<file path="config.mk">
export PLATFORM = sky130hd
export DESIGN_NAME = pipe_hazard_ctrl_flat
export DESIGN_NICKNAME = d
export VERILOG_FILES = /design/src/rtl/pipe_hazard_ctrl_pkg.sv /design/src/rtl/pipe_hazard_ctrl_if.sv /design/src/rtl/pipe_hazard_ctrl_hazard_cmp.sv /design/src/rtl/pipe_hazard_ctrl.sv /design/src/flat_wrapper.sv
export SDC_FILE = /design/constraint.sdc
export NUM_CORES = 1
export LEC_CHECK = 0
export CAP_MARGIN = 40
export CORE_UTILIZATION = 25
export DETAILED_ROUTE_END_ITERATION = 6
export GPL_ROUTABILITY_DRIVEN = 1
export GPL_TIMING_DRIVEN = 0
export SYNTH_ARGS = -nofsm -noshare
export SYNTH_HDL_FRONTEND = slang
export SYNTH_HIERARCHICAL = 1
export SYNTH_SLANG_ARGS = --single-unit
</file>
<file path="constraint.sdc">
create_clock -name clk -period 2 [get_ports clk]
set_input_delay 0.3 -clock clk [delete_from_list [all_inputs] [get_ports clk]]
set_output_delay 0.3 -clock clk [all_outputs]
set_load 0.05 [all_outputs]
</file>
<file path="src/rtl/pipe_hazard_ctrl_pkg.sv">
// Shared pipeline definitions: decode class codes, FSM encoding, register index.
// Imported by decode control and the hazard controller.
package pipe_pkg;

  localparam logic [5:0] CLS_INVALID  = 6'd0;
  localparam logic [5:0] CLS_SHIFT    = 6'd1;
  localparam logic [5:0] CLS_ADD_SUB  = 6'd2;
  localparam logic [5:0] CLS_MOVE_C   = 6'd3;
  localparam logic [5:0] CLS_ALU      = 6'd4;
  localparam logic [5:0] CLS_LD_SR    = 6'd7;
  localparam logic [5:0] CLS_IMM_LDSR = 6'd9;
  localparam logic [5:0] CLS_LD_SR_B  = 6'd10;
  localparam logic [5:0] CLS_SP       = 6'd11;
  localparam logic [5:0] CLS_LD_A     = 6'd12;
  localparam logic [5:0] CLS_COND_B   = 6'd16;
  localparam logic [5:0] CLS_UNCOND_B = 6'd18;

  typedef logic [2:0] reg_t;

  typedef enum logic [1:0] {
    RUN      = 2'd0,
    MEM_WAIT = 2'd1,
    BR_PEND  = 2'd2,
    ERR      = 2'd3
  } state_t;

endpackage

</file>
<file path="src/rtl/pipe_hazard_ctrl_if.sv">
// Hazard controller bundle: decode/stage status in, stage controls and stats out.
// CNT_W sizes the performance counters and must match the controller.
interface pipe_hazard_ctrl_if #(
  parameter int CNT_W = 16
);
  import pipe_pkg::*;

  logic             id_valid;
  logic [5:0]       id_class;
  reg_t             id_rs;
  reg_t             id_rt;
  logic             id_rs_used;
  logic             id_rt_used;
  logic             ex_valid;
  logic             ex_wr;
  logic             ex_is_load;
  reg_t             ex_rd;
  logic             mem_valid;
  logic             mem_wr;
  logic             mem_req;
  reg_t             mem_rd;
  logic             br_taken;
  logic             dmem_ready;

  logic             pc_en;
  logic             ifid_en;
  logic             idex_en;
  logic             exmem_en;
  logic             memwb_en;
  logic             ifid_flush;
  logic             idex_bubble;
  logic             wait_timeout;
  logic [CNT_W-1:0] stall_cnt;
  logic [CNT_W-1:0] flush_cnt;
  logic [1:0]       state;

  modport master (
    output id_valid, id_class, id_rs, id_rt, id_rs_used, id_rt_used,
    output ex_valid, ex_wr, ex_is_load, ex_rd,
    output mem_valid, mem_wr, mem_req, mem_rd,
    output br_taken, dmem_ready,
    input  pc_en, ifid_en, idex_en, exmem_en, memwb_en,
    input  ifid_flush, idex_bubble, wait_timeout,
    input  stall_cnt, flush_cnt, state
  );

  modport slave (
    input  id_valid, id_class, id_rs, id_rt, id_rs_used, id_rt_used,
    input  ex_valid, ex_wr, ex_is_load, ex_rd,
    input  mem_valid, mem_wr, mem_req, mem_rd,
    input  br_taken, dmem_ready,
    output pc_en, ifid_en, idex_en, exmem_en, memwb_en,
    output ifid_flush, idex_bubble, wait_timeout,
    output stall_cnt, flush_cnt, state
  );

endinterface

</file>
<file path="src/rtl/pipe_hazard_ctrl_hazard_cmp.sv">
// Source/destination comparator raising haz for the ID instruction.
// FWD=1: only load-use; FWD=0: any writing producer in EX or MEM.
module hazard_cmp
  import pipe_pkg::*;
#(
  parameter bit FWD = 1'b0
) (
  input  logic       id_valid,
  input  logic [5:0] id_class,
  input  reg_t       id_rs,
  input  reg_t       id_rt,
  input  logic       id_rs_used,
  input  logic       id_rt_used,
  input  logic       ex_valid,
  input  logic       ex_wr,
  input  logic       ex_is_load,
  input  reg_t       ex_rd,
  input  logic       mem_valid,
  input  logic       mem_wr,
  input  reg_t       mem_rd,
  output logic       haz
);

  logic ex_hit;
  logic mem_hit;
  logic rs_hit;
  logic rt_hit;

  assign ex_hit  = ex_valid & ex_wr & (ex_is_load | ~FWD);
  assign mem_hit = mem_valid & mem_wr & ~FWD;

  assign rs_hit = id_rs_used &
                  ((ex_hit & (ex_rd == id_rs)) |
                   (mem_hit & (mem_rd == id_rs)));
  assign rt_hit = id_rt_used &
                  ((ex_hit & (ex_rd == id_rt)) |
                   (mem_hit & (mem_rd == id_rt)));

  assign haz = id_valid & (id_class != CLS_INVALID) & (rs_hit | rt_hit);

endmodule

</file>
<file path="src/rtl/pipe_hazard_ctrl.sv">
// Pipeline sequencing controller: stage enables, flush/bubble, stall stats.
// Define FORWARD_EN when the EX/MEM forwarding network is present.
module pipe_hazard_ctrl #(
  parameter int WAIT_MAX = 15,
  parameter int CNT_W    = 16
) (
  input  logic              clk,
  input  logic              rst_n,
  pipe_hazard_ctrl_if.slave bus
);
  import pipe_pkg::*;

  localparam int WW = $clog2(WAIT_MAX + 1);
`ifdef FORWARD_EN
  localparam bit FWD = 1'b1;
`else
  localparam bit FWD = 1'b0;
`endif

  state_t           st, st_n;
  logic             br_pend, br_pend_n;
  logic [WW-1:0]    wcnt, wcnt_n;
  logic             wt, wt_n;
  logic             boot;
  logic [CNT_W-1:0] stall_q;
  logic [CNT_W-1:0] flush_q;

  logic haz;
  logic mw;
  logic run;
  logic br;
  logic fe_en;
  logic be_en;
  logic flush;
  logic bubble;

  hazard_cmp #(.FWD(FWD)) u_cmp (
    .id_valid   (bus.id_valid),
    .id_class   (bus.id_class),
    .id_rs      (bus.id_rs),
    .id_rt      (bus.id_rt),
    .id_rs_used (bus.id_rs_used),
    .id_rt_used (bus.id_rt_used),
    .ex_valid   (bus.ex_valid),
    .ex_wr      (bus.ex_wr),
    .ex_is_load (bus.ex_is_load),
    .ex_rd      (bus.ex_rd),
    .mem_valid  (bus.mem_valid),
    .mem_wr     (bus.mem_wr),
    .mem_rd     (bus.mem_rd),
    .haz        (haz)
  );

  assign mw = bus.mem_valid & bus.mem_req & ~bus.dmem_ready;

  always_comb begin
    st_n      = st;
    br_pend_n = br_pend;
    wcnt_n    = wcnt;
    wt_n      = wt;
    run       = 1'b0;
    br        = 1'b0;
    fe_en     = 1'b1;
    be_en     = 1'b1;
    flush     = 1'b0;
    bubble    = 1'b0;
    // boot covers reset and the first cycle after release
    if (!boot) begin
      unique case (st)
        ERR: begin
          fe_en = 1'b0;
          be_en = 1'b0;
        end
        MEM_WAIT: begin
          if (bus.dmem_ready) begin
            run  = 1'b1;
            br   = bus.br_taken;
            st_n = br_pend ? BR_PEND : RUN;
          end else begin
            fe_en  = 1'b0;
            be_en  = 1'b0;
            wcnt_n = wcnt + WW'(1);
            if (wcnt == WW'(WAIT_MAX - 1)) begin
              st_n = ERR;
              wt_n = 1'b1;
            end
          end
        end
        default: begin
          run  = 1'b1;
          br   = bus.br_taken | (st == BR_PEND);
          st_n = RUN;
        end
      endcase
      if (run) begin
        if (mw) begin
          fe_en     = 1'b0;
          be_en     = 1'b0;
          st_n      = MEM_WAIT;
          wcnt_n    = '0;
          br_pend_n = br_pend | bus.br_taken;
        end else if (br) begin
          flush     = 1'b1;
          bubble    = 1'b1;
          br_pend_n = 1'b0;
        end else if (haz) begin
          fe_en  = 1'b0;
          bubble = 1'b1;
        end
      end
    end
  end

  always_ff @(posedge clk or negedge rst_n) begin
    if (!rst_n) begin
      st      <= RUN;
      br_pend <= 1'b0;
      wcnt    <= '0;
      wt      <= 1'b0;
      boot    <= 1'b1;
      stall_q <= '0;
      flush_q <= '0;
    end else begin
      st      <= st_n;
      br_pend <= br_pend_n;
      wcnt    <= wcnt_n;
      wt      <= wt_n;
      boot    <= 1'b0;
      if (!fe_en && stall_q != '1)
        stall_q <= stall_q + CNT_W'(1);
      if (flush && flush_q != '1)
        flush_q <= flush_q + CNT_W'(1);
    end
  end

  assign bus.pc_en        = fe_en;
  assign bus.ifid_en      = fe_en;
  assign bus.idex_en      = be_en;
  assign bus.exmem_en     = be_en;
  assign bus.memwb_en     = be_en;
  assign bus.ifid_flush   = flush;
  assign bus.idex_bubble  = bubble;
  assign bus.wait_timeout = wt;
  assign bus.stall_cnt    = stall_q;
  assign bus.flush_cnt    = flush_q;
  assign bus.state        = st;

endmodule

</file>
<file path="src/flat_wrapper.sv">
// flat-port wrapper written by rule: the top's interface ports become plain ports
module pipe_hazard_ctrl_flat import pipe_pkg::*;
#(
  parameter int WAIT_MAX = 15,
  parameter int CNT_W    = 16
)
  (clk, rst_n, bus_id_valid, bus_id_class, bus_id_rs, bus_id_rt, bus_id_rs_used, bus_id_rt_used, bus_ex_valid, bus_ex_wr, bus_ex_is_load, bus_ex_rd, bus_mem_valid, bus_mem_wr, bus_mem_req, bus_mem_rd, bus_br_taken, bus_dmem_ready, bus_pc_en, bus_ifid_en, bus_idex_en, bus_exmem_en, bus_memwb_en, bus_ifid_flush, bus_idex_bubble, bus_wait_timeout, bus_stall_cnt, bus_flush_cnt, bus_state);
  pipe_hazard_ctrl_if #(.CNT_W(CNT_W)) bus_i ();
  input  logic clk;
  input  logic rst_n;
  input wire logic [$bits(bus_i.id_valid)-1:0] bus_id_valid;
  input wire logic [$bits(bus_i.id_class)-1:0] bus_id_class;
  input wire logic [$bits(bus_i.id_rs)-1:0] bus_id_rs;
  input wire logic [$bits(bus_i.id_rt)-1:0] bus_id_rt;
  input wire logic [$bits(bus_i.id_rs_used)-1:0] bus_id_rs_used;
  input wire logic [$bits(bus_i.id_rt_used)-1:0] bus_id_rt_used;
  input wire logic [$bits(bus_i.ex_valid)-1:0] bus_ex_valid;
  input wire logic [$bits(bus_i.ex_wr)-1:0] bus_ex_wr;
  input wire logic [$bits(bus_i.ex_is_load)-1:0] bus_ex_is_load;
  input wire logic [$bits(bus_i.ex_rd)-1:0] bus_ex_rd;
  input wire logic [$bits(bus_i.mem_valid)-1:0] bus_mem_valid;
  input wire logic [$bits(bus_i.mem_wr)-1:0] bus_mem_wr;
  input wire logic [$bits(bus_i.mem_req)-1:0] bus_mem_req;
  input wire logic [$bits(bus_i.mem_rd)-1:0] bus_mem_rd;
  input wire logic [$bits(bus_i.br_taken)-1:0] bus_br_taken;
  input wire logic [$bits(bus_i.dmem_ready)-1:0] bus_dmem_ready;
  output wire logic [$bits(bus_i.pc_en)-1:0] bus_pc_en;
  output wire logic [$bits(bus_i.ifid_en)-1:0] bus_ifid_en;
  output wire logic [$bits(bus_i.idex_en)-1:0] bus_idex_en;
  output wire logic [$bits(bus_i.exmem_en)-1:0] bus_exmem_en;
  output wire logic [$bits(bus_i.memwb_en)-1:0] bus_memwb_en;
  output wire logic [$bits(bus_i.ifid_flush)-1:0] bus_ifid_flush;
  output wire logic [$bits(bus_i.idex_bubble)-1:0] bus_idex_bubble;
  output wire logic [$bits(bus_i.wait_timeout)-1:0] bus_wait_timeout;
  output wire logic [$bits(bus_i.stall_cnt)-1:0] bus_stall_cnt;
  output wire logic [$bits(bus_i.flush_cnt)-1:0] bus_flush_cnt;
  output wire logic [$bits(bus_i.state)-1:0] bus_state;
  assign bus_i.id_valid = bus_id_valid;
  assign bus_i.id_class = bus_id_class;
  assign bus_i.id_rs = bus_id_rs;
  assign bus_i.id_rt = bus_id_rt;
  assign bus_i.id_rs_used = bus_id_rs_used;
  assign bus_i.id_rt_used = bus_id_rt_used;
  assign bus_i.ex_valid = bus_ex_valid;
  assign bus_i.ex_wr = bus_ex_wr;
  assign bus_i.ex_is_load = bus_ex_is_load;
  assign bus_i.ex_rd = bus_ex_rd;
  assign bus_i.mem_valid = bus_mem_valid;
  assign bus_i.mem_wr = bus_mem_wr;
  assign bus_i.mem_req = bus_mem_req;
  assign bus_i.mem_rd = bus_mem_rd;
  assign bus_i.br_taken = bus_br_taken;
  assign bus_i.dmem_ready = bus_dmem_ready;
  assign bus_pc_en = bus_i.pc_en;
  assign bus_ifid_en = bus_i.ifid_en;
  assign bus_idex_en = bus_i.idex_en;
  assign bus_exmem_en = bus_i.exmem_en;
  assign bus_memwb_en = bus_i.memwb_en;
  assign bus_ifid_flush = bus_i.ifid_flush;
  assign bus_idex_bubble = bus_i.idex_bubble;
  assign bus_wait_timeout = bus_i.wait_timeout;
  assign bus_stall_cnt = bus_i.stall_cnt;
  assign bus_flush_cnt = bus_i.flush_cnt;
  assign bus_state = bus_i.state;
  pipe_hazard_ctrl #(.WAIT_MAX(WAIT_MAX), .CNT_W(CNT_W)) u_core (.clk(clk), .rst_n(rst_n), .bus(bus_i));
endmodule
</file>
==> reports/metrics.yaml <==
run_status:
  outcome: "finished with violations"
  violations: "setup timing"
place:
  place_hpwl_mm: 3.78
  dp_cells: 388
  io_buffers: 71
  post-place-ws_ns: -1.36
  placed_cell_area_sq_mm: 0.00310
  gp_congestion: 0.734
route:
  vias: 1859
  drt_wl_total_mm: 5.41
  drtAntennaViolNets: 0
  drcViolationCount: 0
  drt_iter0_drc: 13
  avgViaCountPerCell: 4.61
  dr.pass1.iters: 4
  post_drt_wl_per_cell_um: 13.4
floorplanning:
  ios: 73
  die-area_sq_mm: 0.00925
  start_util_pct: 26.5
  die_x_um: 96.2
  die_y_um: 96.2
  coreArea_sq_mm: 0.00838
  num_rows: 33
setup_path:
  required_ns: 1.70
  cpMostUsedCell: "buf_8"
  cp_top_family: "simple AND/OR/NAND/NOR gates"
  critPathMaxFanout: 3
  end_kind: "primary output"
  critical_path.slowest_cell: "or4b_4"
  critical_path_class: "in2out"
  critical_path_arrival_ns: 2.09
  worst-path-buf-inv: 4
  crit_chain: "buf_8, xor2_2, nor4_2, o21ai_1, a21oi_2, or4b_4, o211ai_4, inv_4, buf_8, buf_8"
  slowest_delay_ns: 0.49
  cp-start-kind: "primary input"
synthesis:
  synth_xor_area_share_pct: 17.4
  syn_inst: 211
  synthesis.area_sq_mm: 0.00222
  synth_nets: 246
  async_reset_ff_share_pct: 100
  yosysTopAreaCell: "dfrtp_1"
  yosys.area_share.simple_pct: 23.3
  synth_edf_count: 0
  synth_top_family_by_area: "simple AND/OR/NAND/NOR gates"
  synth.top_cell.area_share_pct: 45.1
  ys_top_cells_by_area: "dfrtp_1 (45%), xor2_1 (11%), xnor2_1 (5.9%)"
  ys_ff_latch: 41
  yosysUniqueCellTypes: 41
  synth_fa_ha_area_share_pct: 2.26
  synth_compound_area_share_pct: 6.38
  avgSynthCellArea_sq_um: 10.5
  muxShareOfSynthArea_pct: 1.02
  yosysWarnings: 6
  synth_top_flop_cell: "dfrtp_1"
  yosysSeqAreaShare_pct: 46.3
worst_hold_path:
  hold_path.class: "in2async"
pwr:
  power_mw: 3.39
  p_leak_nw: 1.44
  p_per_area_mw_per_mm2: 1010
  vdd_drop_max_mv: 0.986
finish:
  final_layout_size_suffix_gt1_share_pct: 27.5
  fill_cells: 839
  post-route-util_pct: 39.9
  stdcell_area_sq_mm: 0.00335
  fin_nets: 332
  diodes: 0
  multi_input_comb_area_sq_mm: 0.00126
  area_growth_pct: 50.9
  fin_cells: 403
  regArea_sq_mm: 0.00103
global_routing:
  grt_pass1_wl_mm: 8.47
  antenna_found_initial: 0
  grt_pass1_vias: 1808
  gr-total-overflow: 0
  grt_max_degree: 24
  grt_util_all_layers_pct: 11.9
timing:
  hold_viol_final: 0
  tightest_slew_ns: 0.685
  post-route-period-util_pct: 120
  fin_crit_ns: 2.39
  slew_headroom_pct: 54.0
  skew_ns: 0.0110
  final.setup.worst_slack_ns: -0.392
  setup_viol: 18
  hold_ws_ns: 0.00511
  drv_slew: 0
  setup-tns-final_ns: -5.30
  fmax_ghz: 0.418
  rsz0062_at_grt: "true"
clocking:
  clkSlewWorstSetupHoldPaths_ns: 0.08
  cts_root_buf: "clkbuf_8"
  cts_tree: "built"
  cts_sinks: 41
  cts_inserted_buffers: 5
  cts_hold_buf: 0
  clk_path_buf_depth: 2
  h-tree-depth: 2
  clk_latency_ns: 0.29
flow_run:
  cap_violations: 0
## layout make-up
class / instances / area share, %
multi-input combinational: 157 / 37.7
clock buffer: 7 / 2.28
buffer: 5 / 1.46
sequential: 41 / 30.9
clock inverter: 1 / 0.262
tap: 105 / 3.93
timing repair buffer: 79 / 22.6
inverter: 8 / 0.972
## cell families after synthesis
group,count (synthesis)
DFF,41
buffers and inverters,13
and+or+nand+nor,87
other,1
muxes,2
xor gates and xnor gates,44
AOI/OAI and AO/OA,19
adders and majority gates,4
## worst paths after layout
kind,slack [ns],to,startpoint,cells after the start
worst max-delay path,-0.39,bus_pc_en,bus_mem_rd[2],10
worst min-delay path,0.005,u_core/bus.state[0]$_DFFE_PN0N_,rst_n,1
worst min register to register,0.47,u_core/bus.wait_timeout$_DFFE_PN0P_,u_core/bus.wait_timeout$_DFFE_PN0P_,1
worst max register to register,-0.04,u_core/bus.stall_cnt[1]$_DFFE_PN0P_,u_core/bus.state[1]$_DFFE_PN0N_,7
min in group clk,0.45,u_core/wcnt[2]$_DFFE_PN0N_,bus_mem_valid,4
max in group asynchronous,1.42,u_core/boot$_DFF_PN1_,rst_n,2
## report_power, final
group / total [mW] / internal [mW] / switching, mW / leakage (nW)
logic: 1.59 / 0.615 / 0.974 / 0.868
clock network: 0.539 / 0.250 / 0.289 / 0.0424
registers: 1.27 / 1.02 / 0.247 / 0.526
## synth_stat cells, types with 2 or more instances
library cell  number
xor2_1            29
nor2_1            14
a21oi_1            4
o21ai_1            2
a31oi_1            2
and4_1             4
inv_1              7
o21ai_0            2
dfrtp_1           40
nand4_1           10
mux2_2             2
and3_1             6
xnor2_1           15
or2_2              4
nand3_1           11
nand2_1           17
nor4_1             6
nor3_2             5
ha_1               4
buf_4              4
nor3_1             3
## layout by cell type (no fill, tap or decap), drive strengths merged, types with 6 or more instances in the layout
cell | netlist | layout
clkbuf | 0 | 8
nand2 | 17 | 17
nor4 | 7 | 7
and3 | 6 | 6
xnor2 | 15 | 15
clkdlybuf4s50 | 0 | 43
nand4 | 10 | 10
nand3 | 11 | 11
xor2 | 29 | 29
buf | 5 | 33
nor2 | 14 | 14
inv | 8 | 8
dfrtp | 40 | 40
nor3 | 9 | 9
## state kept, by name, summed over array words and instances (netlist names)
name                     cells
u_core/br_pend               1
u_core/boot                  1
u_core/bus.state             2
u_core/wcnt                  4
u_core/bus.flush_cnt        16
u_core/bus.stall_cnt        16
u_core/bus.wait_timeout      1
## routing by layer
layer  global-route usage, %  wire [um]  vias to the layer above
met1                    15.1       2460                      890
met2                    19.4       2520                       55
met3                    3.48        369                        6
met5                       0          0                        -
met4                    3.36         54                        0
li1                        -          -                      908
## repair_timing
action / 4_1_cts / 5_1_grt
resized for setup: 125 / 18
endpoints found under the setup margin: 23 / 24
buffers inserted: 4 / 3
pin swaps: 20 / 13
cloned: 1 / 0
(Power assumes the default switching activity.)
